==> config.mk <==
export PLATFORM = sky130hd
export DESIGN_NAME = vga_timing_gen
export DESIGN_NICKNAME = d
export VERILOG_FILES = /design/src/rtl/vga_timing_gen_pkg.sv /design/src/rtl/vga_timing_gen_axis_counter.sv /design/src/rtl/vga_timing_gen.sv
export SDC_FILE = /design/constraint.sdc
export NUM_CORES = 1
export LEC_CHECK = 0
export CORE_MARGIN = 2
export CORE_UTILIZATION = 50
export DETAILED_ROUTE_END_ITERATION = 16
export PLACE_DENSITY = 0.87
export SKIP_LAST_GASP = 1
export SYNTH_ARGS = -nofsm -noshare
export SYNTH_HDL_FRONTEND = slang
export SYNTH_SLANG_ARGS = --single-unit
==> constraint.sdc <==
create_clock -name clk -period 2.3 [get_ports clk]
set_clock_uncertainty 0.15 [all_clocks]
set_input_delay 0.69 -clock clk [delete_from_list [all_inputs] [get_ports clk]]
set_output_delay 0.69 -clock clk [all_outputs]
set_load 0.02 [all_outputs]
==> src/rtl/vga_timing_gen_pkg.sv <==
// Shared VGA timing constants and axis-state encoding, imported by the timing
// generator and by the display and game-datapath blocks.
`timescale 1ns/1ps
package vga_timing_gen_pkg;

  localparam int CNT_W = 10;

  localparam int H_VISIBLE_DEF = 640;
  localparam int H_FRONT_DEF   = 16;
  localparam int H_SYNC_DEF    = 96;
  localparam int H_BACK_DEF    = 48;
  localparam int H_TOTAL_DEF   = H_VISIBLE_DEF + H_FRONT_DEF + H_SYNC_DEF + H_BACK_DEF;

  localparam int V_VISIBLE_DEF = 480;
  localparam int V_FRONT_DEF   = 10;
  localparam int V_SYNC_DEF    = 2;
  localparam int V_BACK_DEF    = 33;
  localparam int V_TOTAL_DEF   = V_VISIBLE_DEF + V_FRONT_DEF + V_SYNC_DEF + V_BACK_DEF;

  typedef enum logic [1:0] {
    ST_VISIBLE = 2'd0,
    ST_FRONT   = 2'd1,
    ST_SYNC    = 2'd2,
    ST_BACK    = 2'd3
  } axis_state_t;

endpackage

==> src/rtl/vga_timing_gen_axis_counter.sv <==
// One timing axis: wrap-around counter plus VISIBLE/FRONT/SYNC/BACK state
// machine kept in step with the count. Instantiated for both axes.
`timescale 1ns/1ps
module vga_axis_counter
  import vga_timing_gen_pkg::*;
#(
  parameter int VISIBLE = H_VISIBLE_DEF,
  parameter int FRONT   = H_FRONT_DEF,
  parameter int SYNC    = H_SYNC_DEF,
  parameter int BACK    = H_BACK_DEF
) (
  input  logic             clk,
  input  logic             rst_n,
  input  logic             i_adv,
  output logic [CNT_W-1:0] o_count,
  output logic             o_wrap,
  output logic             o_in_sync
);

  localparam logic [CNT_W-1:0] END_VIS   = CNT_W'(VISIBLE - 1);
  localparam logic [CNT_W-1:0] END_FRONT = CNT_W'(VISIBLE + FRONT - 1);
  localparam logic [CNT_W-1:0] END_SYNC  = CNT_W'(VISIBLE + FRONT + SYNC - 1);
  localparam logic [CNT_W-1:0] END_TOTAL = CNT_W'(VISIBLE + FRONT + SYNC + BACK - 1);

  logic [CNT_W-1:0] r_count;
  axis_state_t      r_state;
  axis_state_t      w_state_nxt;
  logic             w_wrap;

  assign w_wrap = i_adv && (r_count == END_TOTAL);

  always_ff @(posedge clk or negedge rst_n) begin
    if (!rst_n) begin
      r_count <= '0;
    end else if (i_adv) begin
      r_count <= w_wrap ? '0 : r_count + 1'b1;
    end
  end

  always_ff @(posedge clk or negedge rst_n) begin
    if (!rst_n) begin
      r_state <= ST_VISIBLE;
    end else begin
      r_state <= w_state_nxt;
    end
  end

  // Each state ends on its last count, so the state always matches the counter.
  always_comb begin
    w_state_nxt = r_state;
    if (i_adv) begin
      case (r_state)
        ST_VISIBLE: if (r_count == END_VIS)   w_state_nxt = ST_FRONT;
        ST_FRONT:   if (r_count == END_FRONT) w_state_nxt = ST_SYNC;
        ST_SYNC:    if (r_count == END_SYNC)  w_state_nxt = ST_BACK;
        ST_BACK:    if (r_count == END_TOTAL) w_state_nxt = ST_VISIBLE;
        default:                              w_state_nxt = ST_VISIBLE;
      endcase
    end
  end

  always_comb begin
    o_in_sync = (r_state == ST_SYNC);
    o_wrap    = w_wrap;
    o_count   = r_count;
  end

endmodule

==> src/rtl/vga_timing_gen.sv <==
// VGA raster timing: column/row counters, one-cycle-delayed syncs aligned with
// blanked, registered RGB, and a frame tick on entry to vertical blanking.
`timescale 1ns/1ps
module vga_timing_gen
  import vga_timing_gen_pkg::*;
#(
  parameter int H_VISIBLE = H_VISIBLE_DEF,
  parameter int H_FRONT   = H_FRONT_DEF,
  parameter int H_SYNC    = H_SYNC_DEF,
  parameter int H_BACK    = H_BACK_DEF,
  parameter int V_VISIBLE = V_VISIBLE_DEF,
  parameter int V_FRONT   = V_FRONT_DEF,
  parameter int V_SYNC    = V_SYNC_DEF,
  parameter int V_BACK    = V_BACK_DEF
) (
  input  logic             clk,
  input  logic             rst_n,
  input  logic             ena,
  input  logic             r_in,
  input  logic             g_in,
  input  logic             b_in,
  output logic [CNT_W-1:0] column,
  output logic [CNT_W-1:0] row,
  output logic             video_on,
  output logic             hsync,
  output logic             vsync,
  output logic             r,
  output logic             g,
  output logic             b,
  output logic             frame_tick
);

  localparam logic [CNT_W-1:0] H_VIS_LIM   = CNT_W'(H_VISIBLE);
  localparam logic [CNT_W-1:0] V_VIS_LIM   = CNT_W'(V_VISIBLE);
  localparam logic [CNT_W-1:0] V_LAST_VIS  = CNT_W'(V_VISIBLE - 1);

  logic [CNT_W-1:0] w_column;
  logic [CNT_W-1:0] w_row;
  logic             w_h_wrap;
  logic             w_v_wrap;
  logic             w_h_sync;
  logic             w_v_sync;
  logic             w_video_on;
  logic             w_unused_v_wrap;

  logic r_hsync;
  logic r_vsync;
  logic r_r;
  logic r_g;
  logic r_b;
  logic r_tick;

  vga_axis_counter #(
    .VISIBLE (H_VISIBLE),
    .FRONT   (H_FRONT),
    .SYNC    (H_SYNC),
    .BACK    (H_BACK)
  ) u_h_axis (
    .clk       (clk),
    .rst_n     (rst_n),
    .i_adv     (ena),
    .o_count   (w_column),
    .o_wrap    (w_h_wrap),
    .o_in_sync (w_h_sync)
  );

  // Row advances only on the enabled edge that wraps the column.
  vga_axis_counter #(
    .VISIBLE (V_VISIBLE),
    .FRONT   (V_FRONT),
    .SYNC    (V_SYNC),
    .BACK    (V_BACK)
  ) u_v_axis (
    .clk       (clk),
    .rst_n     (rst_n),
    .i_adv     (w_h_wrap),
    .o_count   (w_row),
    .o_wrap    (w_v_wrap),
    .o_in_sync (w_v_sync)
  );

  assign w_unused_v_wrap = w_v_wrap;
  assign w_video_on      = (w_column < H_VIS_LIM) && (w_row < V_VIS_LIM);

  always_ff @(posedge clk or negedge rst_n) begin
    if (!rst_n) begin
      r_hsync <= 1'b1;
      r_vsync <= 1'b1;
      r_r     <= 1'b0;
      r_g     <= 1'b0;
      r_b     <= 1'b0;
      r_tick  <= 1'b0;
    end else if (ena) begin
      r_hsync <= ~w_h_sync;
      r_vsync <= ~w_v_sync;
      r_r     <= r_in & w_video_on;
      r_g     <= g_in & w_video_on;
      r_b     <= b_in & w_video_on;
      r_tick  <= w_h_wrap && (w_row == V_LAST_VIS);
    end
  end

  // The tick is held across disabled cycles and shown only while enabled,
  // so it spans exactly one enabled cycle whatever the ena pattern.
  assign column     = w_column;
  assign row        = w_row;
  assign video_on   = w_video_on;
  assign hsync      = r_hsync;
  assign vsync      = r_vsync;
  assign r          = r_r;
  assign g          = r_g;
  assign b          = r_b;
  assign frame_tick = r_tick & ena;

endmodule

==> results of run 1 <==
-- cell type report --
class                           count  area share
Multi-Input combinational cell    123       0.389
Sequential cell                    30       0.315
Tap cell                           46      0.0241
Inverter                           21      0.0330
Timing Repair Buffer               55       0.214
Clock buffer                        8      0.0246
-- registers in the layout, indices dropped and copies added (netlist names) --
signal and cells:
u_h_axis.o_count 10, u_v_axis.o_count 10, u_h_axis.r_state 2, u_v_axis.r_state 2, b 1, g 1
hsync 1, r 1, r_tick 1, vsync 1
-- how the worst max path moves through the flow --
stage	slack (ns)	cells past startpoint	to
4_1_cts	-0.006	3	frame_tick
5_1_grt	-0.03	4	video_on
3_3_place_gp	-0.45	3	frame_tick
2_1_floorplan	0.01	3	frame_tick
6_report	0.05	1	column[3]
3_5_place_dp	-0.45	3	frame_tick
-- worst min-delay path, delay by kind of cell (launching register included) --
family / cells / cell delay (ns)
buffers and inverters: 1 / 0.04
DFF: 1 / 0.38
muxes: 1 / 0.06
-- power by group --
group          internal, µW  total (µW)  switching, µW
clock                   151         324            173
sequential              586         667           81.0
combinational           196         403            208
-- Yosys cell counts, types with 2 or more instances --
master	count
o22ai_1	2
nor3_1	4
dfrtp_1	28
a21boi_1	2
o21ai_0	11
and3b_1	2
o31ai_1	3
nand4_1	4
mux2_2	2
and3_1	4
xor2_1	4
mux2i_1	3
clkbuf_1	4
dfstp_2	2
a21o_1	4
nand2_1	15
nand3_1	12
buf_2	2
ha_1	13
nor2_1	9
nor4_1	2
a21oi_1	2
inv_1	21
xnor2_1	4
-- timing repair --
item / in CTS / in global routing
buffers inserted: 0 / 1
endpoints found under the hold margin: 0 / 0
endpoints found under the setup margin: 8 / 13
pin swaps: 0 / 1
gates resized for setup: 13 / 14
hold buffers: 0 / 0
-- routing by layer --
layer | vias to the layer above | routed length (µm) | global-route usage
met5 | - | 0 | 0
met4 | 0 | 56 | 0.0679
met3 | 5 | 150 | 0.0518
met2 | 35 | 2030 | 0.334
met1 | 745 | 1730 | 0.255
li1 | 740 | - | -
-- through the flow --
| step | worst slack [ns] | util | power, µW | TNS [ns] | cells |
|---|---|---|---|---|---|
| floorplan | 0.0102 | - | 878 | 0 | 180 |
| global placement | -0.446 | 0.681 | 1080 | -2.38 | 274 |
| detailed placement | -0.450 | 0.681 | 1090 | -2.80 | 274 |
| CTS | -0.00638 | 0.695 | 1410 | -0.00638 | 282 |
| global route | -0.0336 | 0.711 | 1470 | -0.0336 | 283 |
| finish | 0.0473 | 0.711 | 1390 | 0 | 283 |
-- placed cells by master (no fill, tap or decap), types with 3 or more instances in the layout --
cell	synthesis	routed
dfrtp_1	28	28
buf_4	0	24
inv_1	21	21
nand2_1	15	15
ha_1	13	13
clkdlybuf4s50_1	0	13
nand3_1	12	12
o21ai_0	11	11
dlymetal6s2s_1	0	11
nor2_1	9	9
dlygate4sd2_1	0	6
clkbuf_4	0	5
nand4_1	4	4
nor3_1	4	4
xnor2_1	4	4
and3_1	4	4
xor2_1	4	4
a21o_1	4	4
mux2i_1	3	3
o31ai_1	3	3
-- logic make-up (layout without fill, tap and decap cells) --
logic type / after synthesis / in the layout / synth area share
adder cells (fa/ha/maj): 13 / 13 / 0.0917
AND/OR/NAND/NOR: 64 / 64 / 0.207
buffers and inverters: 27 / 84 / 0.0586
multiplexers: 6 / 6 / 0.0381
XOR/XNOR: 8 / 8 / 0.0395
flip-flops: 30 / 30 / 0.425
AO/OA/AOI/OAI: 32 / 32 / 0.140
==> results.md, run 1 <==
* Placement Cell Area at 2290 µm²
* Nets at 255
* Critical path class: flip-flop to primary output
* Pwr per Cell Area at 583 nW/µm²
* Worst skew pair latency at ~0.33 ns
* Core ar. at ~3400 µm²
* FP Rows at 21
* DRC at 0
* H-tree depth at 2
* Slew margin rel. at 0.745
* Synthesized Nets at just under 200
* Layout cells sized above 1 at 0.190
* Synth Instances at 180
* Synthesized area at about 1800 µm²
* Bufs and invs on worst path at 1
* Via count at 1,525
* CP Launch Type: flip-flop
* Total gr overflow at 0
* R2r worst-path depth at 6
* HPWL Detailed at between 2000 and 3000 µm
* Design Area, Final at 2390 µm²
* Post-synthesis register bit count at 30
* Clk slew on worst S/H paths at 0.09 ns
* CP startpoint: u_h_axis.o_count[3]
* Register area share after synthesis at 0.425
* Synth cell types at between 40 and 50
* R2R Setup Slk at about 0.080 ns
* Register area at between 700 and 800 µm²
* Slew Limit Fails at 0
* Synth Flop Type: dfrtp_1
* RSZ-0062 raised after global routing: true
* Total CTS buffers at 5
* Die Y at ~64 µm
* Vias per cell at between 5 and 6
* # IOs at 33
* Final hold vios at 0
* Area Growth Syn to Fin at 34.9%
* Cell class contributing the biggest share of worst-path delay: buffers and inverters
* Fill cells at around 280
* Critical path's largest stage delay at approximately 0.64 ns
* CP Cell Sequence: clkdlybuf4s50_1
* Final setup fails at 0
* Die Span X at between 60 and 70 µm
* Drt wl/cell at roughly 14 µm
* Post-route antenna net violation count at 0
* CTS Sinks at 30
* Fin crit share at 0.979
* Largest cells by area after synthesis: dfrtp_1 40%, ha_1 9.2%, inv_1 4.4%, nand3_1 3.4%, nand2_1 3.2%
* Syn Area/Cell at 9.85 µm²
* Hold_ws at 0.325 ns
* Final wirelength at ~4000 µm
* Initial DRC count at between 70 and 80
* DRT Pass-1 Iters at 6
* Vias in the first global route at approximately 1,400
* Hold Crit Start: vsync
* Pleak at ~0.0012 µW
* CP max FO at 6
* WHS Endpoint: vsync
* Post-synth EDFFs at 0
* Initial Utilization at 0.527
* Data required time at the worst endpoint at about 1.5 ns
* CTS tree: done
* Input/output buffers at 32
* Worst Hold Class: flip-flop to flip-flop
* Die footprint at slightly above 4000 µm²
* Reg-to-reg critical path endpoint: u_v_axis.r_state[1]
* Largest net degree at the start of global routing at 31
* Final worst path period need at between 2 and 2.5 ns
* GRT Resource Usage Total at 0.201
* Max VDD drop at ~310 µV
* Share of the synthesized area in the top cell type at 0.395
* Max-Cap Viols at 0
* Ys async rst share at 1.00
* Multi-input logic area at just over 900 µm²
* ANT cells at 0
* Fmax at around 0.44 GHz
* Root Driver: clkbuf_4
* Post-synth top area cell: dfrtp_1
* Arrival time at the worst endpoint at between 1 and 1.5 ns
* GPL Wtd Cong at slightly above 0.8
* CP Capture Type: primary output
* Initial antenna violation count at 0
* First-pass GRT wire length at ~6400 µm
* Slowest-stage cell, CP: clkdlybuf4s50_1
* R2R Path Start: u_h_axis.o_count[1]
* Hold-critical path depth at 2
* Worst-margin pin slew at 0.382 ns
* Run status: complete, no violations
* Yosys warns at 0
* Clock Tree Buf Depth at 2
Note: power is estimated with default switching activity, not from simulation.
==> inputs of run 2 (changes only) <==
--- a/config.mk
+++ b/config.mk
@@ -5,10 +5,11 @@
 export SDC_FILE = /design/constraint.sdc
 export NUM_CORES = 1
 export LEC_CHECK = 0
+export ABC_AREA = 1
 export CORE_MARGIN = 2
 export CORE_UTILIZATION = 50
 export DETAILED_ROUTE_END_ITERATION = 16
-export PLACE_DENSITY = 0.87
+export PLACE_DENSITY = 0.86
 export SKIP_LAST_GASP = 1
 export SYNTH_ARGS = -nofsm -noshare
 export SYNTH_HDL_FRONTEND = slang
==> results.md, run 2 <==
* Initial DRC count at 154 (was 75)
* Post-synth top area cell: dfrtp_1 (unchanged)
* DRC at 0 (unchanged)
* P_int at 1410 µW (was 932 µW)
* Synth Instances at 249 (was 180)
* Total Power Consumption at 2350 µW (was 1390 µW)
* Slowest-stage cell, CP: clkdlybuf4s50_1 (unchanged)
* DRT Pass-1 Iters at 4 (was 6)
* Final hold vios at 0 (unchanged)
* Post-synthesis register bit count at 30 (unchanged)
* CTS tree: done (unchanged)
* Drt wl/cell at 13.2 µm (was 14.0 µm)
* R2R Setup Slk at 0.48 ns (was 0.08 ns)
* Max VDD drop at 529 µV (was 308 µV)
* Bufs and invs on worst path at 1 (unchanged)
* CTS Sinks at 30 (unchanged)
* Critical path class: flip-flop to primary output (unchanged)
* # IOs at 33 (unchanged)
* R2r worst-path depth at 8 (was 6)
* R2R Path Start: u_h_axis.o_count[0] (was u_h_axis.o_count[1])
* Area Growth Syn to Fin at 34.0% (was 34.9%)
* Ys async rst share at 1.00 (unchanged)
* Synthesized area at 1890 µm² (was 1770 µm²)
* CP max FO at 7 (was 6)
* Die footprint at 4280 µm² (was 4040 µm²)
* Synth cell types at 28 (was 45)
* Clk pwr share at 0.216 (was 0.232)
* Top-count cell post-synth: nand2_1 (was dfrtp_1)
* CP Capture Type: primary output (unchanged)
* Register area share after synthesis at 0.399 (was 0.425)
* CP Launch Type: flip-flop (unchanged)
* Total gr overflow at 0 (unchanged)
* Die Y at 65.4 µm (was 63.5 µm)
* Fin crit share at 0.988 (was 0.979)
* Final non-filler cell total at 357 (was 283)
* FP Rows at 22 (was 21)
* Total CTS buffers at 5 (unchanged)
* CP Cell Sequence: clkdlybuf4s50_1 (unchanged)
* Post-CTS Hold Buffers at 0 (unchanged)
* Vias in the first global route at 1,761 (was 1,393)
* RSZ-0062 raised after global routing: true (unchanged)
* Core ar. at 3630 µm² (was 3360 µm²)
* Max-Cap Viols at 0 (unchanged)
* Fmax at 0.440 GHz (was 0.444 GHz)
* Synth Flop Type: dfrtp_1 (unchanged)
* Post-route antenna net violation count at 0 (unchanged)
* Syn Area/Cell at 7.57 µm² (was 9.85 µm²)
* Commonest non-fill, non-tap cell in the layout: nand2_1 (was dfrtp_1)
* Data required time at the worst endpoint at 1.46 ns (about the same)
* Arrival time at the worst endpoint at 1.43 ns (was 1.41 ns)
* Layout cells sized above 1 at 0.162 (was 0.190)
* Placed Instances at 348 (was 274)
* Via count at 1,828 (was 1,525)
* H-tree depth at 2 (unchanged)
* Pwr per Cell Area at 930 nW/µm² (was 583 nW/µm²)
* P_sw at 943 µW (was 462 µW)
* Cell class contributing the biggest share of worst-path delay: buffers and inverters (unchanged)
* GRT Resource Usage Total at 0.243 (was 0.201)
* Sw frac at 0.401 (was 0.331)
* Worst skew pair latency at 0.29 ns (was 0.33 ns)
* Largest cells by area after synthesis: dfrtp_1 37%, nand2_1 14%, ha_1 8.6%, inv_1 7.4%, nor2_1 4.6% (was dfrtp_1 40%, ha_1 9.2%, inv_1 4.4%, nand3_1 3.4%, nand2_1 3.2%)
* Final worst path period need at 2.27 ns (was 2.25 ns)
* Initial antenna violation count at 0 (unchanged)
* Hold-critical path depth at 2 (unchanged)
* Root Driver: clkbuf_8 (was clkbuf_4)
* Core Util, Final at 0.695 (was 0.711)
* Nets at 327 (was 255)
* CP startpoint: u_h_axis.o_count[4] (was u_h_axis.o_count[3])
* Die Span X at 65.4 µm (was 63.5 µm)
* Initial Utilization at 0.519 (was 0.527)
* Clk slew on worst S/H paths at 0.06 ns (was 0.09 ns)
* Yosys warns at 0 (unchanged)
* Synth cell count leaders: 68 x nand2_1, 37 x inv_1, 28 x dfrtp_1 (was 28 x dfrtp_1, 21 x inv_1, 15 x nand2_1)
* Worst-margin pin slew at 0.388 ns (was 0.382 ns)
* Hold Crit Start: hsync (was vsync)
* Sum of negative setup slack at 0 ns (unchanged)
* Reg-to-reg critical path endpoint: u_h_axis.r_state[0] (was u_v_axis.r_state[1])
* Commonest cells after routing, fill and taps aside: 68 x nand2_1, 37 x inv_1, 29 x clkdlybuf4s50_1 (was 28 x dfrtp_1, 24 x buf_4, 21 x inv_1)
* Hold_ws at 0.321 ns (was 0.325 ns)
* Clock Tree Buf Depth at 2 (unchanged)
* Vias per cell at 5.12 (was 5.39)
* Post-synth EDFFs at 0 (unchanged)
* Run status: complete, no violations (unchanged)
* Critical path's largest stage delay at 0.67 ns (was 0.64 ns)
* Share of the synthesized area in the top cell type at 0.372 (was 0.395)
* Comb power frac at 0.448 (was 0.289)
* Largest net degree at the start of global routing at 31 (unchanged)
* Synthesized Nets at 268 (was 199)
* Worst Hold Class: flip-flop to flip-flop (unchanged)
* HPWL Detailed at 3320 µm (was 2870 µm)
* ANT cells at 0 (unchanged)
* WHS Endpoint: hsync (was vsync)
* First-pass GRT wire length at 7940 µm (was 6390 µm)
* Register share of total power at 0.336 (was 0.478)
* Input/output buffers at 32 (unchanged)
* Final setup fails at 0 (unchanged)
* Slew Limit Fails at 0 (unchanged)
* Slew margin rel. at 0.742 (was 0.745)
* Pleak at 0.00128 µW (was 0.00124 µW)
* GPL Wtd Cong at 0.886 (was 0.812)
* Final wirelength at 4700 µm (was 3970 µm)
==> run 2: cell count changes in the layout (fill, tap and decap cells not counted), sizes merged, moves of 10 or more <==
cell | previous run | this run
nor2 | 9 | 28
inv | 21 | 37
nand2 | 15 | 70
dlymetal6s2s | 11 | 1
a21oi | 2 | 12
clkdlybuf4s50 | 13 | 29
==> run 2: layout make-up <==
cell class | instances | area [µm²]
fillers | 288 | 1110
inverters | 39 | 148
clock buffers | 8 | 110
flip-flops and latches | 30 | 753
multi-input cells | 178 | 968
repair buffers | 54 | 487
well taps | 48 | 60.1
==> run 2: layer usage <==
layer | vias to the layer above | track usage | routed length, µm
met1 | 862 | 0.308 | 2070
li1 | 912 | - | -
met2 | 46 | 0.401 | 2320
met3 | 8 | 0.0582 | 221
met4 | 0 | 0.0911 | 77
met5 | - | 0 | 0
==> run 2: worst max-delay path by stage <==
stage	to	slack (ns)	cells after the start
2_1_floorplan	video_on	0.24	4
3_3_place_gp	frame_tick	-0.43	4
3_5_place_dp	frame_tick	-0.43	4
4_1_cts	frame_tick	0.01	4
5_1_grt	video_on	-0.06	5
6_report	column[4]	0.03	1
==> run 2: cells by family after synthesis <==
group                    synth area share
AND/OR/NAND/NOR                     0.329
adder cells (fa/ha/maj)            0.0863
flip-flops                          0.399
buffers and inverters              0.0869
AO/OA/AOI/OAI                      0.0796
XOR/XNOR                           0.0186
==> run 2: stage by stage <==
stage / cell area [µm²] / worst slack (ns)
global route: 2530 / -0.0581
floorplan: 1890 / 0.236
finish: 2530 / 0.0281
detailed placement: 2410 / -0.429
global placement: 2410 / -0.429
CTS: 2510 / 0.0122
==> run 2: repair_timing <==
item,CTS,global route
pin swaps,1,1
setup endpoints to repair,2,3
gates resized for setup,8,2
buffers inserted,0,1
==> run 2: power groups by stage <==
| stage | sequential [µW] | combinational, µW | clock, µW |
|---|---|---|---|
| global route | 811 | 1170 | 545 |
| CTS | 789 | 1060 | 513 |
| floorplan | 931 | 448 | 0 |
| finish | 790 | 1050 | 508 |
| global placement | 792 | 1020 | 0 |
| detailed placement | 798 | 1040 | 0 |
==> inputs of run 3 (changes only) <==
--- a/config.mk
+++ b/config.mk
@@ -6,6 +6,7 @@
 export NUM_CORES = 1
 export LEC_CHECK = 0
 export ABC_AREA = 1
+export CORE_ASPECT_RATIO = 1.1
 export CORE_MARGIN = 2
 export CORE_UTILIZATION = 50
 export DETAILED_ROUTE_END_ITERATION = 16
==> results.md, run 3 (synthesis results as in run 2) <==
* Fin crit share at 0.983 (was 0.988)
* Largest net degree at the start of global routing at 31 (unchanged)
* First-pass GRT wire length at 7470 µm (was 7940 µm)
* Drt wl/cell at 12.7 µm (was 13.2 µm)
* Final hold vios at 0 (unchanged)
* Data required time at the worst endpoint at 1.46 ns (about the same)
* Setup bufs post-CTS at 0 (unchanged)
* Design Area, Final at 2510 µm² (was 2530 µm²)
* Post-CTS sizing at 7 (was 8)
* Total CTS buffers at 5 (unchanged)
* DRT Pass-1 Iters at 4 (unchanged)
* Worst-margin pin slew at 0.384 ns (was 0.388 ns)
* Commonest non-fill, non-tap cell in the layout: nand2_1 (unchanged)
* Die Y at 68.4 µm (was 65.4 µm)
* Multi-input logic area at 968 µm² (unchanged)
* Final worst path period need at 2.26 ns (was 2.27 ns)
* Hold_ws at 0.325 ns (was 0.321 ns)
* Final setup fails at 0 (unchanged)
* Critical path's largest stage delay at 0.60 ns (was 0.67 ns)
* Final wirelength at 4550 µm (was 4700 µm)
* Worst skew pair latency at 0.29 ns (about the same)
* DRC at 0 (unchanged)
* Post-route setup slack at 0.0383 ns (was 0.0281 ns)
* Fill cells at 300 (was 288)
* FP Rows at 23 (was 22)
* HPWL Detailed at 3320 µm (about the same)
* Via count at 1,827 (was 1,828)
* Core ar. at 3630 µm² (about the same)
* Root Driver: clkbuf_8 (unchanged)
* Total gr overflow at 0 (unchanged)
* CP Launch Type: flip-flop (unchanged)
* DP Worst Slack at -0.430 ns (was -0.429 ns)
* RSZ-0062 raised after global routing: false (was true)
* Post-CTS Hold Buffers at 0 (unchanged)
* GPL Wtd Cong at 0.837 (was 0.886)
* CTS Sinks at 30 (unchanged)
* Post-route antenna net violation count at 0 (unchanged)
* Worst Hold Class: flip-flop to flip-flop (unchanged)
* CP Cell Sequence: clkdlybuf4s50_1 (unchanged)
* Pleak at 0.00130 µW (was 0.00128 µW)
* Initial DRC count at 79 (was 154)
* ANT cells at 0 (unchanged)
* Layout cells sized above 1 at 0.159 (was 0.162)
* Placement Cell Area at 2410 µm² (about the same)
* Arrival time at the worst endpoint at 1.42 ns (was 1.43 ns)
* Pwr per Cell Area at 912 nW/µm² (was 930 nW/µm²)
* Vias in the first global route at 1,699 (was 1,761)
* Vias per cell at 5.10 (was 5.12)
* CP max FO at 2 (was 7)
* Sum of negative setup slack at 0 ns (unchanged)
* Slew margin rel. at 0.744 (was 0.742)
* Slew Limit Fails at 0 (unchanged)
* Commonest cells after routing, fill and taps aside: 68 x nand2_1, 36 x inv_1, 28 x dfrtp_1 (was 68 x nand2_1, 37 x inv_1, 29 x clkdlybuf4s50_1)
* Bufs and invs on worst path at 1 (unchanged)
* Clk slew on worst S/H paths at 0.07 ns (was 0.06 ns)
* Critical path class: flip-flop to primary output (unchanged)
* Register area at 753 µm² (unchanged)
* Slowest-stage cell, CP: clkdlybuf4s50_1 (unchanged)
* Die Span X at 62.6 µm (was 65.4 µm)
* H-tree depth at 2 (unchanged)
* Fmax at 0.442 GHz (was 0.440 GHz)
* Max VDD drop at 545 µV (was 529 µV)
* CP Capture Type: primary output (unchanged)
* Initial antenna violation count at 0 (unchanged)
* Run status: complete, no violations (unchanged)
* GRT Resource Usage Total at 0.226 (was 0.243)
* Initial Utilization at 0.520 (was 0.519)
* CTS tree: done (unchanged)
* Cell class contributing the biggest share of worst-path delay: buffers and inverters (unchanged)
* # IOs at 33 (unchanged)
* Die footprint at 4280 µm² (about the same)
* Input/output buffers at 32 (unchanged)
* Max-Cap Viols at 0 (unchanged)
* Clock Tree Buf Depth at 2 (unchanged)
* Nets at 326 (was 327)
* Total Power Consumption at 2290 µW (was 2350 µW)
* Area Growth Syn to Fin at 33.0% (was 34.0%)
==> run 3: worst min-delay path: cells and delay by family (launching register included) <==
kind | cells | cell delay, ns
DFF | 1 | 0.37
and+or+nand+nor | 2 | 0.11
==> run 3: stage by stage <==
step | std cells | utilization
3_3_place_gp | 350 | 0.665
4_1_cts | 358 | 0.689
5_1_grt | 358 | 0.692
2_1_floorplan | 249 | -
6_report | 358 | 0.692
3_5_place_dp | 350 | 0.665
==> run 3: final cells by class <==
cell class,instances,share of cell area
repair buffers,53,0.193
multi-input cells,178,0.386
flip-flops and latches,30,0.300
inverters,39,0.0589
clock inverters,1,0.00200
clock buffers,7,0.0344
well taps,50,0.0250
==> run 3: final timing paths <==
check                                            to  cells past startpoint                start  slack, ns
worst max-delay path                          hsync                      1                hsync       0.04
worst min-delay path                          hsync                      2                hsync       0.33
worst max register to register  u_h_axis.r_state[1]                      8  u_h_axis.o_count[0]       0.54
worst min register to register                hsync                      2                hsync       0.33
max in group asynchronous                     vsync                      2                rst_n       1.04
min in group asynchronous       u_h_axis.r_state[0]                      2                rst_n       0.63
==> run 3: layer usage <==
layer  up-vias  share of wire  GRT usage
li1        910              -          -
met1       837           0.42      0.276
met2        66           0.49      0.374
met3        14          0.055     0.0477
met4         0          0.031      0.139
met5         -              0          0
==> run 3: power breakdown <==
group / total, µW / switching [µW] / internal [µW]
registers: 799 / 143 / 656
clock network: 448 / 207 / 241
logic: 1040 / 597 / 443
